## src/rtl/clk_div_rst_seq.sv

```systemverilog
// -----------------------------------------------------------------------------
// clk_div_rst_seq
//
// Purpose:
//   Waits for the PLL lock to be stable. Then it releases the per-channel
//   resets one channel at a time. For each channel it generates a divided
//   clock-enable pulse train and a square wave. Losing lock at any point after
//   lock was declared puts every channel back into reset and restarts the
//   whole sequence.
//
// Parameters:
//   NUM_CH        number of channels (1..16)
//   DIV_W         divisor width per channel
//   DEF_DIV       divisor loaded into every channel at reset
//   LOCK_CYCLES   consecutive synced-lock cycles needed to declare lock stable
//   SEQ_GAP       cycles between consecutive channel reset releases
//   SW_RST_CYCLES length of a software-requested channel reset
//
// Ports:
//   ref_clk       single clock, rising edge
//   ext_rst       asynchronous active-high reset
//   pll_lock_i    raw PLL lock (asynchronous to ref_clk)
//   div_i         per-channel divisor, channel k at [k*DIV_W +: DIV_W]
//   div_upd_i     one-cycle pulse that captures div_i into the shadow registers
//   ch_en_i       per-channel run enable
//   sw_rst_i      per-channel software reset request pulse
//   clk_en_o      one-cycle clock-enable pulse every N cycles per channel
//   clk_tgl_o     square wave that toggles on each clk_en_o pulse (period 2N)
//   rst_o         active-high channel resets
//   pll_locked_o  lock has been stable for LOCK_CYCLES cycles
//   seq_done_o    all channels released and the sequencer is running
// -----------------------------------------------------------------------------
module clk_div_rst_seq #(
    parameter int NUM_CH        = 4,
    parameter int DIV_W         = 8,
    parameter int DEF_DIV       = 1,
    parameter int LOCK_CYCLES   = 256,
    parameter int SEQ_GAP       = 16,
    parameter int SW_RST_CYCLES = 4
) (
    input  logic                    ref_clk,
    input  logic                    ext_rst,
    input  logic                    pll_lock_i,
    input  logic [NUM_CH*DIV_W-1:0] div_i,
    input  logic                    div_upd_i,
    input  logic [NUM_CH-1:0]       ch_en_i,
    input  logic [NUM_CH-1:0]       sw_rst_i,
    output logic [NUM_CH-1:0]       clk_en_o,
    output logic [NUM_CH-1:0]       clk_tgl_o,
    output logic [NUM_CH-1:0]       rst_o,
    output logic                    pll_locked_o,
    output logic                    seq_done_o
);

    localparam int LOCK_W = (LOCK_CYCLES   > 1) ? $clog2(LOCK_CYCLES)   : 1;
    localparam int GAP_W  = (SEQ_GAP       > 1) ? $clog2(SEQ_GAP)       : 1;
    localparam int HOLD_W = (SW_RST_CYCLES > 1) ? $clog2(SW_RST_CYCLES) : 1;
    localparam int IDX_W  = (NUM_CH        > 1) ? $clog2(NUM_CH)        : 1;

    // Terminal values of the down/up counters (count to "last", not to N)
    localparam logic [LOCK_W-1:0] LOCK_LAST = LOCK_W'(LOCK_CYCLES - 1);
    localparam logic [GAP_W-1:0]  GAP_LAST  = GAP_W'(SEQ_GAP - 1);
    localparam logic [HOLD_W-1:0] HOLD_LAST = HOLD_W'(SW_RST_CYCLES - 1);
    localparam logic [IDX_W-1:0]  IDX_LAST  = IDX_W'(NUM_CH - 1);
    localparam logic [DIV_W-1:0]  DEF_DIV_V = DIV_W'(DEF_DIV);

    typedef enum logic [1:0] {
        ST_WAIT_LOCK,
        ST_RELEASE,
        ST_RUN
    } state_t;

    // -------------------------------------------------------------------------
    // Lock synchroniser
    // -------------------------------------------------------------------------
    logic lock_meta_q;
    logic lock_sync_q;

    always_ff @(posedge ref_clk or posedge ext_rst) begin
        if (ext_rst) begin
            lock_meta_q <= 1'b0;
            lock_sync_q <= 1'b0;
        end else begin
            lock_meta_q <= pll_lock_i;
            lock_sync_q <= lock_meta_q;
        end
    end

    // -------------------------------------------------------------------------
    // Lock qualification and reset release sequencer
    // -------------------------------------------------------------------------
    state_t             state_q;
    logic [LOCK_W-1:0]  lock_cnt_q;
    logic [GAP_W-1:0]   gap_cnt_q;
    logic [IDX_W-1:0]   idx_q;
    logic [NUM_CH-1:0]  rst_q;
    logic [HOLD_W-1:0]  hold_cnt_q [NUM_CH];
    logic               locked_q;
    logic               done_q;

    always_ff @(posedge ref_clk or posedge ext_rst) begin
        if (ext_rst) begin
            state_q    <= ST_WAIT_LOCK;
            lock_cnt_q <= '0;
            gap_cnt_q  <= '0;
            idx_q      <= '0;
            rst_q      <= '1;
            locked_q   <= 1'b0;
            done_q     <= 1'b0;
            for (int k = 0; k < NUM_CH; k++) begin
                hold_cnt_q[k] <= '0;
            end
        end else if ((state_q != ST_WAIT_LOCK) && !lock_sync_q) begin
            // Lock lost after it was declared: everything back into reset
            state_q    <= ST_WAIT_LOCK;
            lock_cnt_q <= '0;
            gap_cnt_q  <= '0;
            idx_q      <= '0;
            rst_q      <= '1;
            locked_q   <= 1'b0;
            done_q     <= 1'b0;
            for (int k = 0; k < NUM_CH; k++) begin
                hold_cnt_q[k] <= '0;
            end
        end else begin
            case (state_q)
                ST_WAIT_LOCK: begin
                    if (!lock_sync_q) begin
                        lock_cnt_q <= '0;
                    end else if (lock_cnt_q == LOCK_LAST) begin
                        // This is the LOCK_CYCLES-th consecutive high cycle
                        locked_q   <= 1'b1;
                        state_q    <= ST_RELEASE;
                        lock_cnt_q <= '0;
                        idx_q      <= '0;
                        gap_cnt_q  <= '0;
                    end else begin
                        lock_cnt_q <= lock_cnt_q + 1'b1;
                    end
                end

                ST_RELEASE: begin
                    if (gap_cnt_q != '0) begin
                        gap_cnt_q <= gap_cnt_q - 1'b1;
                    end else begin
                        rst_q[idx_q] <= 1'b0;
                        gap_cnt_q    <= GAP_LAST;
                        if (idx_q == IDX_LAST) begin
                            state_q <= ST_RUN;
                        end else begin
                            idx_q <= idx_q + 1'b1;
                        end
                    end
                end

                ST_RUN: begin
                    done_q <= 1'b1;
                    // Software resets: a new request restarts the hold
                    for (int k = 0; k < NUM_CH; k++) begin
                        if (sw_rst_i[k]) begin
                            rst_q[k]      <= 1'b1;
                            hold_cnt_q[k] <= HOLD_LAST;
                        end else if (rst_q[k]) begin
                            if (hold_cnt_q[k] == '0) begin
                                rst_q[k] <= 1'b0;
                            end else begin
                                hold_cnt_q[k] <= hold_cnt_q[k] - 1'b1;
                            end
                        end
                    end
                end

                default: begin
                    state_q <= ST_WAIT_LOCK;
                end
            endcase
        end
    end

    assign rst_o        = rst_q;
    assign pll_locked_o = locked_q;
    assign seq_done_o   = done_q;

    // -------------------------------------------------------------------------
    // Per-channel divider
    // -------------------------------------------------------------------------
    genvar gi;
    generate
        for (gi = 0; gi < NUM_CH; gi++) begin : g_ch
            logic [DIV_W-1:0] shadow_q;
            logic [DIV_W-1:0] act_q;
            logic [DIV_W-1:0] cnt_q;
            logic             en_q;
            logic             tgl_q;
            logic [DIV_W-1:0] last_cnt;
            logic             ch_run;
            logic             boundary;
            logic             en_d;

            // A divisor of 0 behaves like 1, so the last count is 0 in both cases
            assign last_cnt = (act_q == '0) ? '0 : (act_q - 1'b1);
            assign ch_run   = ch_en_i[gi] & ~rst_q[gi];
            assign boundary = (cnt_q == last_cnt);
            assign en_d     = ch_run & boundary;

            always_ff @(posedge ref_clk or posedge ext_rst) begin
                if (ext_rst) begin
                    shadow_q <= DEF_DIV_V;
                    act_q    <= DEF_DIV_V;
                    cnt_q    <= '0;
                    en_q     <= 1'b0;
                    tgl_q    <= 1'b0;
                end else begin
                    if (div_upd_i) begin
                        shadow_q <= div_i[gi*DIV_W +: DIV_W];
                    end
                    // Idle channels track the shadow directly. Running channels
                    // only pick it up at the end of a period. An update landing
                    // on a boundary is still in flight here and waits one period.
                    if (!ch_run || boundary) begin
                        act_q <= shadow_q;
                    end
                    cnt_q <= (ch_run && !boundary) ? (cnt_q + 1'b1) : '0;
                    en_q  <= en_d;
                    tgl_q <= rst_q[gi] ? 1'b0 : (tgl_q ^ en_d);
                end
            end

            assign clk_en_o[gi]  = en_q;
            assign clk_tgl_o[gi] = tgl_q;
        end
    endgenerate

endmodule

```

## config.mk

```make
export PLATFORM = sky130hd
export DESIGN_NAME = clk_div_rst_seq
export DESIGN_NICKNAME = d
export VERILOG_FILES = /design/src/rtl/clk_div_rst_seq.sv
export SDC_FILE = /design/constraint.sdc
export NUM_CORES = 1
export LEC_CHECK = 0
export ABC_AREA = 0
export BUFFER_PORTS_ARGS = -buffer_cell sky130_fd_sc_hd__buf_2
export CORE_ASPECT_RATIO = 1.4
export CORE_MARGIN = 10
export CORE_UTILIZATION = 45
export DETAILED_ROUTE_END_ITERATION = 6
export GPL_TIMING_DRIVEN = 0
export RECOVER_POWER = 25
export SYNTH_ARGS = -nofsm -noshare
export SYNTH_HDL_FRONTEND = slang
export SYNTH_SLANG_ARGS = --single-unit
export TNS_END_PERCENT = 30
```

## constraint.sdc

```tcl
create_clock -name ref_clk -period 14.2 [get_ports ref_clk]
set_clock_uncertainty 0.15 [all_clocks]
set_input_delay 3.55 -clock ref_clk [delete_from_list [all_inputs] [get_ports ref_clk]]
set_output_delay 3.55 -clock ref_clk [all_outputs]
set_load 0.02 [all_outputs]
```

## Word-level counts from Yosys, hierarchy flattened

Cells that the tools add are included.

| word-level totals | value |
|---|---|
| register bits | 136 |
| input port bits | 44 |

| operators by class | value |
|---|---|
| add/subtract/negate cells | 15 |
| magnitude comparators | 2 |
| equal/unequal tests | 18 |
| mux-type cells | 70 |
| bitwise gates (word level) | 18 |
| reductions and logical operators | 49 |

Operator list:

| operator | number |
|---|---|
| $mux 8 | 14 |
| $mux 2 | 22 |
| $add 8x1->8 const B | 5 |
| $eq 8x8->1 | 4 |
| $logic_not 8->1 | 4 |
| $sub 8x1->8 const B | 4 |
| $ne 3x3->1 const B | 9 |
| $mux 4 | 6 |
| $mux 1 | 23 |
| $reduce_and 3->1 | 6 |
| $reduce_bool 3->1 | 6 |
| $pmux 4 s2 | 2 |
| $logic_not 2->1 | 5 |
| $reduce_and 5->1 | 2 |
| $reduce_bool 2->1 | 5 |
| $logic_not 1->1 | 9 |
| $and 1x1->1 | 8 |
| $eq 8x8->1 const B | 1 |
| $sub 2x1->2 const B | 4 |
| $logic_and 1x1->1 | 6 |
| $pmux 2 s3 | 1 |
| $and 4x4->4 | 1 |
| $eq 2x2->1 const B | 2 |
| $logic_or 1x1->1 | 4 |
| 13 further kinds | 19 |

## Longest topological paths before layout

Gate-level depths: netlist of the first run.

| depth | value |
|---|---|
| depth in word-level cells | 9 |
| depth in mapped cells | 11 |
| mapped depth without buffers | 8 |

## Worst setup path before layout of the first run

OpenSTA, ideal clock, no wires.

| path | value |
|---|---|
| kind | input to register |
| start | input ch_en_i[0] |
| end | register g_ch[0].act_q[1] |
| setup time | 0.125 ns |
| data arrival time | 4.471 ns |
| required time | 13.925 ns |
| setup slack | 9.455 ns |
| cell stages on the path | 5 |
| cells stage by stage | inv_1 -> nor2_1 -> o21ai_1 -> buf_2 -> mux2_2 |

| between the ends | value |
|---|---|
| longest elaborated chain between the ends | 3 |

Ends and longest elaborated chain:

| item | RTL line | text |
|---|---|---|
| from (decl) | 46 | `input logic [NUM_CH-1:0] ch_en_i,` |
| $and 1x1->1 | 202 | `assign ch_run = ch_en_i[gi] & ~rst_q[gi];` |
| $logic_not 1->1 | 220 | `if (!ch_run \|\| boundary) begin` |
| $logic_or 1x1->1 | 220 |  |
| to (signal assigned) | 221 | `act_q <= shadow_q;` |
| to (decl) | 191 | `logic [DIV_W-1:0] act_q;` |

No other way between the ends.
A chain may end at the register's enable or synchronous reset.

## Worst setup path in the final report of the first run

| path | value |
|---|---|
| start | register rst_q[0], in the netlist rst_o[0] |
| end | output rst_o[0] |

RTL lines:

| item | RTL line | text |
|---|---|---|
| from (decl) | 96 | `logic [NUM_CH-1:0] rst_q;` |
| from (signal assigned) | 107 | `rst_q <= '1;` |
| from (signal assigned) | 119 | `rst_q <= '1;` |
| from (signal, indexed assignment) | 146 | `rst_q[idx_q] <= 1'b0;` |
| to (decl) | 50 | `output logic [NUM_CH-1:0] rst_o,` |

No word-level cell between the ends.

==> flow_summary_export.csv, run 1 <==
group,metric,value,unit
status,status,"finished, violations left",
status,violations,"capacitance limit, slew limit",
placement,dp_hpwl,12100,um
cts,clk_latency,0.42,ns
power,seq_power_share,0.433,
setup_path,path_class,"register to output pin",
logic_synthesis,synth.distinct_cells,81,
route,drt_iter0_markers,395,
cts,cts_resized,0,
power,internal_power,743,uW
power,p_sw_frac,0.249,
route,met1_length,6900,um
logic_synthesis,synth_seq_area_share,0.453,
setup_path,slowest_stage,"dfstp_2",
route,drtAntennaViolNets,0,
global_routing,grt_pass1_vias,5911,
power,p_per_area,114,mW/mm^2
timing,hold_violations,0,
logic_synthesis,synth_edf_count,0,
route,drc,0,
setup_path,path_max_fanout,7,
worst_hold_path,min_path_type,"register to register",
power,power_frac_comb,0.107,
route,wl_per_cell,16.5,um
logic_synthesis,ys_async_sr_fraction,1.00,
route,drtPass1Iterations,5,
global_routing,grt_pass1_wl,28000,um
setup_path,critPathBufInv,1,
route,via_per_inst,5.65,
layout,fin_area,0.00870,mm^2
setup_path,path_delay_family,"flip-flops",
global_routing,grt_overflow,0,
job,drv_cap,1,
floorplanning,io_pins,58,
layout,final_cell_mix,"124 x dfrtp_1, 71 x mux2_2, 64 x nor2_1, 60 x buf_2, 40 x inv_1",
setup_path,critPathLaunchType,"register",
logic_synthesis,syn_area,0.00754,mm^2
layout,antenna_cells,0,
layout,drive_gt1_frac,0.254,
power,p_switching,247,uW
floorplanning,die_w,129,um
logic_synthesis,syn_nets,784,
cts,clock_sinks,136,
placement,gp_congestion,0.849,
route,drt_wl_total,16700,um
timing,min_period_over_period,0.348,
logic_synthesis,synth_ff_type,"dfrtp_1",
setup_path,critPathMaxStageDelay,0.62,ns
global_routing,grt.total_usage,0.152,
cts,cts_setup_buffers,0,
timing,fmaxAchievable,0.202,GHz
power,ir_drop,0.0000750,V
cts,htree_levels,4,
timing,period_needed,4.95,ns
route,via_count,5702,
timing,tightest_slew,1.57,ns
floorplanning,dieArea,0.0224,mm^2
logic_synthesis,ys.warnings.count,0,
floorplanning,initial_core_util,0.462,
cts,root_buffer,"clkbuf_16",
setup_path,cp.arrival,1.25,ns
cts,hold_buffers,0,
power,pwr-share-clk,0.461,
power,leakagePower,0.00382,uW
timing,rsz0062_at_grt,"no",
cts,cts_tree,"built",
setup_path,worstPathRequired,10.50,ns
setup_path,path_cells,"buf_2",
placement,place_area,0.00810,mm^2
logic_synthesis,synth-seq-cells,136,
global_routing,grt_max_degree,104,
logic_synthesis,avgSynthCellArea,10.4,um^2
cts,cts_buffers,17,
power,power,990,uW
layout,final_common_cell,"dfrtp_1",
cts,cts_buffer_depth,2,
worst_hold_path,holdPathStages,0,
logic_synthesis,synthesis.instances,722,
layout,nets,860,
floorplanning,die_h,173,um
cts,path_clk_slew,0.06,ns
route,top_layer_used,"met4",
floorplanning,rows,55,
setup_path,path_depth,1,
placement,io_buffers,56,
layout,syn_to_final_growth,15.4,%
floorplanning,core-area,0.0163,mm^2
timing,drv_slew,34,
setup_path,reg2reg_depth,11,
timing,setup_tns,0,ns
timing,relSlewSlack,-0.0515,
route,met3_length,649,um
global_routing,antenna_found_initial,0,
route,wl_met2,8770,um
setup_path,end_kind,"output pin",
timing,setup_viol,0,
==> state kept, by name, indices dropped and copies added, names as in the netlist <==
register / cells
g_ch.act_q: 32
g_ch.cnt_q: 32
g_ch.en_q: 4
g_ch.shadow_q: 32
g_ch.tgl_q: 4
gap_cnt_q: 4
hold_cnt_q: 8
idx_q: 2
lock_cnt_q: 8
lock_meta_q: 1
lock_sync_q: 1
pll_locked_o: 1
rst_o: 4
seq_done_o: 1
state_q: 2
==> cell families (layout without fill, tap and decap cells) <==
group / count (synthesis) / after routing / synth area share
muxes: 78 / 78 / 0.116
xor gates and xnor gates: 49 / 49 / 0.0587
adders and majority gates: 18 / 18 / 0.0299
and+or+nand+nor: 238 / 238 / 0.174
DFF: 136 / 136 / 0.453
AOI/OAI and AO/OA: 128 / 128 / 0.123
buffers and inverters: 75 / 164 / 0.0446
==> metal layers <==
metal / track usage / up-vias
li1: - / 2750
met4: 0.0670 / 0
met1: 0.167 / 2785
met2: 0.268 / 125
met5: 0 / -
met3: 0.0355 / 42
==> stage by stage <==
step / instances / setup slack [ns] / hold slack, ns / utilization
after floorplan: 722 / 6.88 / 0.181 / -
after global placement: 977 / 5.44 / 0.184 / 0.495
after detailed placement: 978 / 8.96 / 0.191 / 0.497
after CTS: 1010 / 9.24 / 0.205 / 0.534
after global routing: 1010 / 9.17 / 0.207 / 0.534
final: 1010 / 9.25 / 0.199 / 0.534
==> synth_stat cells, types with 4 or more instances <==
master / number / area (um^2)
dfrtp_1: 124 / 3100
xor2_1: 19 / 166
o31ai_1: 6 / 45.0
and3_1: 11 / 68.8
nor2b_1: 9 / 56.3
inv_1: 41 / 154
nor4_1: 11 / 68.8
mux2i_1: 5 / 50.1
nor3_1: 14 / 70.1
or3b_2: 4 / 35.0
or4_1: 6 / 45.0
xnor2_1: 29 / 254
o21ai_0: 26 / 130
mux2_2: 71 / 800
nor4b_1: 4 / 35.0
nor3b_1: 5 / 37.5
nand2_1: 30 / 113
a21o_1: 14 / 105
dfstp_2: 12 / 315
nand2b_1: 9 / 56.3
a22o_1: 4 / 35.0
a21oi_1: 24 / 120
a221oi_1: 4 / 35.0
clkbuf_1: 14 / 52.6
nand4_1: 8 / 50.1
buf_1: 4 / 15.0
or3_1: 7 / 43.8
nand3_1: 31 / 155
a211oi_1: 6 / 45.0
buf_2: 5 / 25.0
buf_4: 9 / 67.6
nor2_1: 64 / 240
ha_1: 18 / 225
==> path summary, 6_finish.rpt <==
kind | start | end | slack [ns]
worst max-delay path | rst_o[0] | rst_o[0] | 9.25
max in group asynchronous | ext_rst | g_ch[2].shadow_q[0] | 9.46
worst max register to register | g_ch[0].act_q[1] | g_ch[0].act_q[1] | 10.43
worst min register to register | lock_meta_q | lock_sync_q | 0.20
min in group asynchronous | ext_rst | g_ch[3].shadow_q[7] | 3.35
worst min-delay path | lock_meta_q | lock_sync_q | 0.20
==> area by class of cell <==
| class | count | area [um^2] |
|---|---|---|
| Inverter | 41 | 155 |
| Tap cell | 199 | 249 |
| Clock buffer | 21 | 460 |
| Fill cell | 1432 | 7600 |
| Buffer | 34 | 183 |
| Multi-Input combinational cell | 511 | 3780 |
| Timing Repair Buffer | 57 | 307 |
| Sequential cell | 136 | 3420 |
| Clock inverter | 11 | 148 |
==> power by group through the flow <==
stage               clock network, uW  registers (uW)  logic, uW
floorplan                           0             428       81.8
global placement                    0             434        100
detailed placement                  0             434        106
CTS                               464             428        106
global route                      481             431        117
finish                            456             428        106
No activity file was read; power rests on OpenSTA's default activity.
==> run 2: changes to the inputs <==
==> constraint.sdc (replaced) <==
create_clock -name ref_clk -period 4.88 [get_ports ref_clk]
set_clock_uncertainty 0.15 [all_clocks]
set_input_delay 1.22 -clock ref_clk [delete_from_list [all_inputs] [get_ports ref_clk]]
set_output_delay 1.22 -clock ref_clk [all_outputs]
set_load 0.02 [all_outputs]
==> flow_summary_export.csv, run 2 (synthesis gave the netlist of run 1 again) <==
group,metric,value,unit
setup_path,path_cells,"inv_1 > ha_1 > buf_2 > nor3b_1 > buf_2 > a22oi_1 > o32ai_1 > nand4_1 > o21ai_1 > buf_2 > mux2_2",
timing,tightest_slew,2.05,ns
placement,io_buffers,56,
timing,worst_slack,1.01,ns
setup_path,path_class,"register to register",
global_routing,grt.total_usage,0.154,
cts,root_buffer,"clkbuf_16",
route,drtAntennaViolNets,0,
route,via_count,5706,
cts,cts_buffer_depth,2,
setup_path,critPathMaxStageDelay,0.59,ns
timing,relSlewSlack,-0.364,
floorplanning,rows,55,
layout,multi_input_area,0.00378,mm^2
layout,top_regs,"g_ch.act_q x32, g_ch.cnt_q x32, g_ch.shadow_q x32",
timing,rsz0062_at_grt,"no",
timing,min_period_over_period,0.793,
setup_path,slowest_stage,"o21ai_1",
cts,cts_resized,0,
cts,clk_latency,0.43,ns
floorplanning,dieArea,0.0224,mm^2
layout,syn_to_final_growth,15.0,%
setup_path,crit_top_cell,"buf_2",
layout,drive_gt1_frac,0.253,
cts,cts_tree,"built",
job,drv_cap,1,
global_routing,grt_pass1_vias,5786,
route,drc,0,
layout,final_cell_mix,"124 x dfrtp_1, 71 x mux2_2, 64 x nor2_1, 61 x buf_2, 40 x inv_1",
timing,setup_tns,0,ns
floorplanning,core-area,0.0163,mm^2
layout,antenna_cells,0,
floorplanning,die_h,173,um
worst_hold_path,min_path_type,"register to register",
cts,hold_buffers,0,
cts,clock_sinks,136,
setup_path,end_kind,"register",
floorplanning,io_pins,58,
route,drt_iter0_markers,397,
setup_path,cp.arrival,4.04,ns
layout,nets,862,
setup_path,critPathLaunchType,"register",
route,drt_wl_total,16700,um
floorplanning,initial_core_util,0.462,
timing,period_needed,3.87,ns
timing,setup_viol,0,
layout,fillers,1451,
cts,htree_levels,4,
setup_path,path_max_fanout,10,
power,ir_drop,0.000192,V
timing,fmaxAchievable,0.258,GHz
timing,hold_violations,0,
placement,dp_hpwl,12400,um
layout,seq_area,0.00342,mm^2
cts,path_clk_slew,0.06,ns
global_routing,grt_overflow,0,
status,status,"finished, violations left",
timing,drv_slew,37,
setup_path,worstPathRequired,5.05,ns
route,wl_per_cell,16.5,um
global_routing,grt_max_degree,42,
placement,dp_slack,1.08,ns
layout,final_common_cell,"dfrtp_1",
cts,cts_buffers,17,
floorplanning,die_w,129,um
route,via_per_inst,5.64,
power,leakagePower,0.00382,uW
cts,cts_setup_buffers,0,
power,p_per_area,319,mW/mm^2
global_routing,antenna_found_initial,0,
status,violations,"capacitance limit, slew limit",
global_routing,grt_pass1_wl,28000,um
route,drtPass1Iterations,5,
placement,gp_congestion,0.851,
-- run 2: cell types whose count changed in the layout (fill, tap and decap cells not counted), sizes merged --
cell and change:
clkbuf +3, buf +2, bufinv -2, clkinv +2, clkinvlp -2, inv -1
-- run 2: through the flow --
| step | util | instances | cell area, um^2 | hold WS, ns | power (uW) |
|---|---|---|---|---|---|
| after CTS | 0.533 | 1012 | 8690 | 0.200 | 2810 |
| after global placement | 0.495 | 977 | 8070 | 0.184 | 1550 |
| after global routing | 0.532 | 1012 | 8670 | 0.204 | 2900 |
| final | 0.532 | 1012 | 8670 | 0.197 | 2770 |
| after detailed placement | 0.499 | 980 | 8130 | 0.188 | 1580 |
| after floorplan | - | 722 | 7540 | 0.181 | 1480 |
-- run 2: critical path, delay by kind of cell (launching register included) --
kind	cells	cell delay, ns
buffers and inverters	4	0.94
AND/OR/NAND/NOR	2	0.63
AO/OA/AOI/OAI	3	1.10
flip-flops	1	0.44
multiplexers	1	0.36
adder cells (fa/ha/maj)	1	0.14
-- run 2: layout make-up --
cell class	count	area share
inverters	41	0.0179
clock buffers	24	0.0556
well taps	199	0.0287
flip-flops and latches	136	0.394
clock inverters	8	0.00851
repair buffers	59	0.0374
plain buffers	34	0.0211
multi-input cells	511	0.437
-- run 2: path summary, 6_finish.rpt --
check	to	startpoint	depth (start not counted)	slack (ns)
max	g_ch[0].act_q[2]	g_ch[0].act_q[1]	11	1.01
min	lock_sync_q	lock_meta_q	0	0.20
max reg2reg	g_ch[0].act_q[2]	g_ch[0].act_q[1]	11	1.01
min reg2reg	lock_sync_q	lock_meta_q	0	0.20
max in group asynchronous	rst_o[0]	ext_rst	5	1.19
min in group asynchronous	g_ch[0].shadow_q[6]	ext_rst	2	0.81
-- run 2: layer usage --
layer | global-route usage | routed length [um] | up-vias | share of wire
met1 | 0.175 | 6880 | 2804 | 0.41
li1 | - | - | 2748 | -
met3 | 0.0462 | 701 | 32 | 0.042
met5 | 0 | 0 | - | 0
met4 | 0.0632 | 331 | 0 | 0.020
met2 | 0.262 | 8750 | 122 | 0.53
-- run 2: where the power goes --
part	internal (uW)	total, uW	leakage [uW]	switching, uW
clock network	737	1210	0.000270	477
logic	143	309	0.00187	167
registers	1190	1250	0.00168	55.5
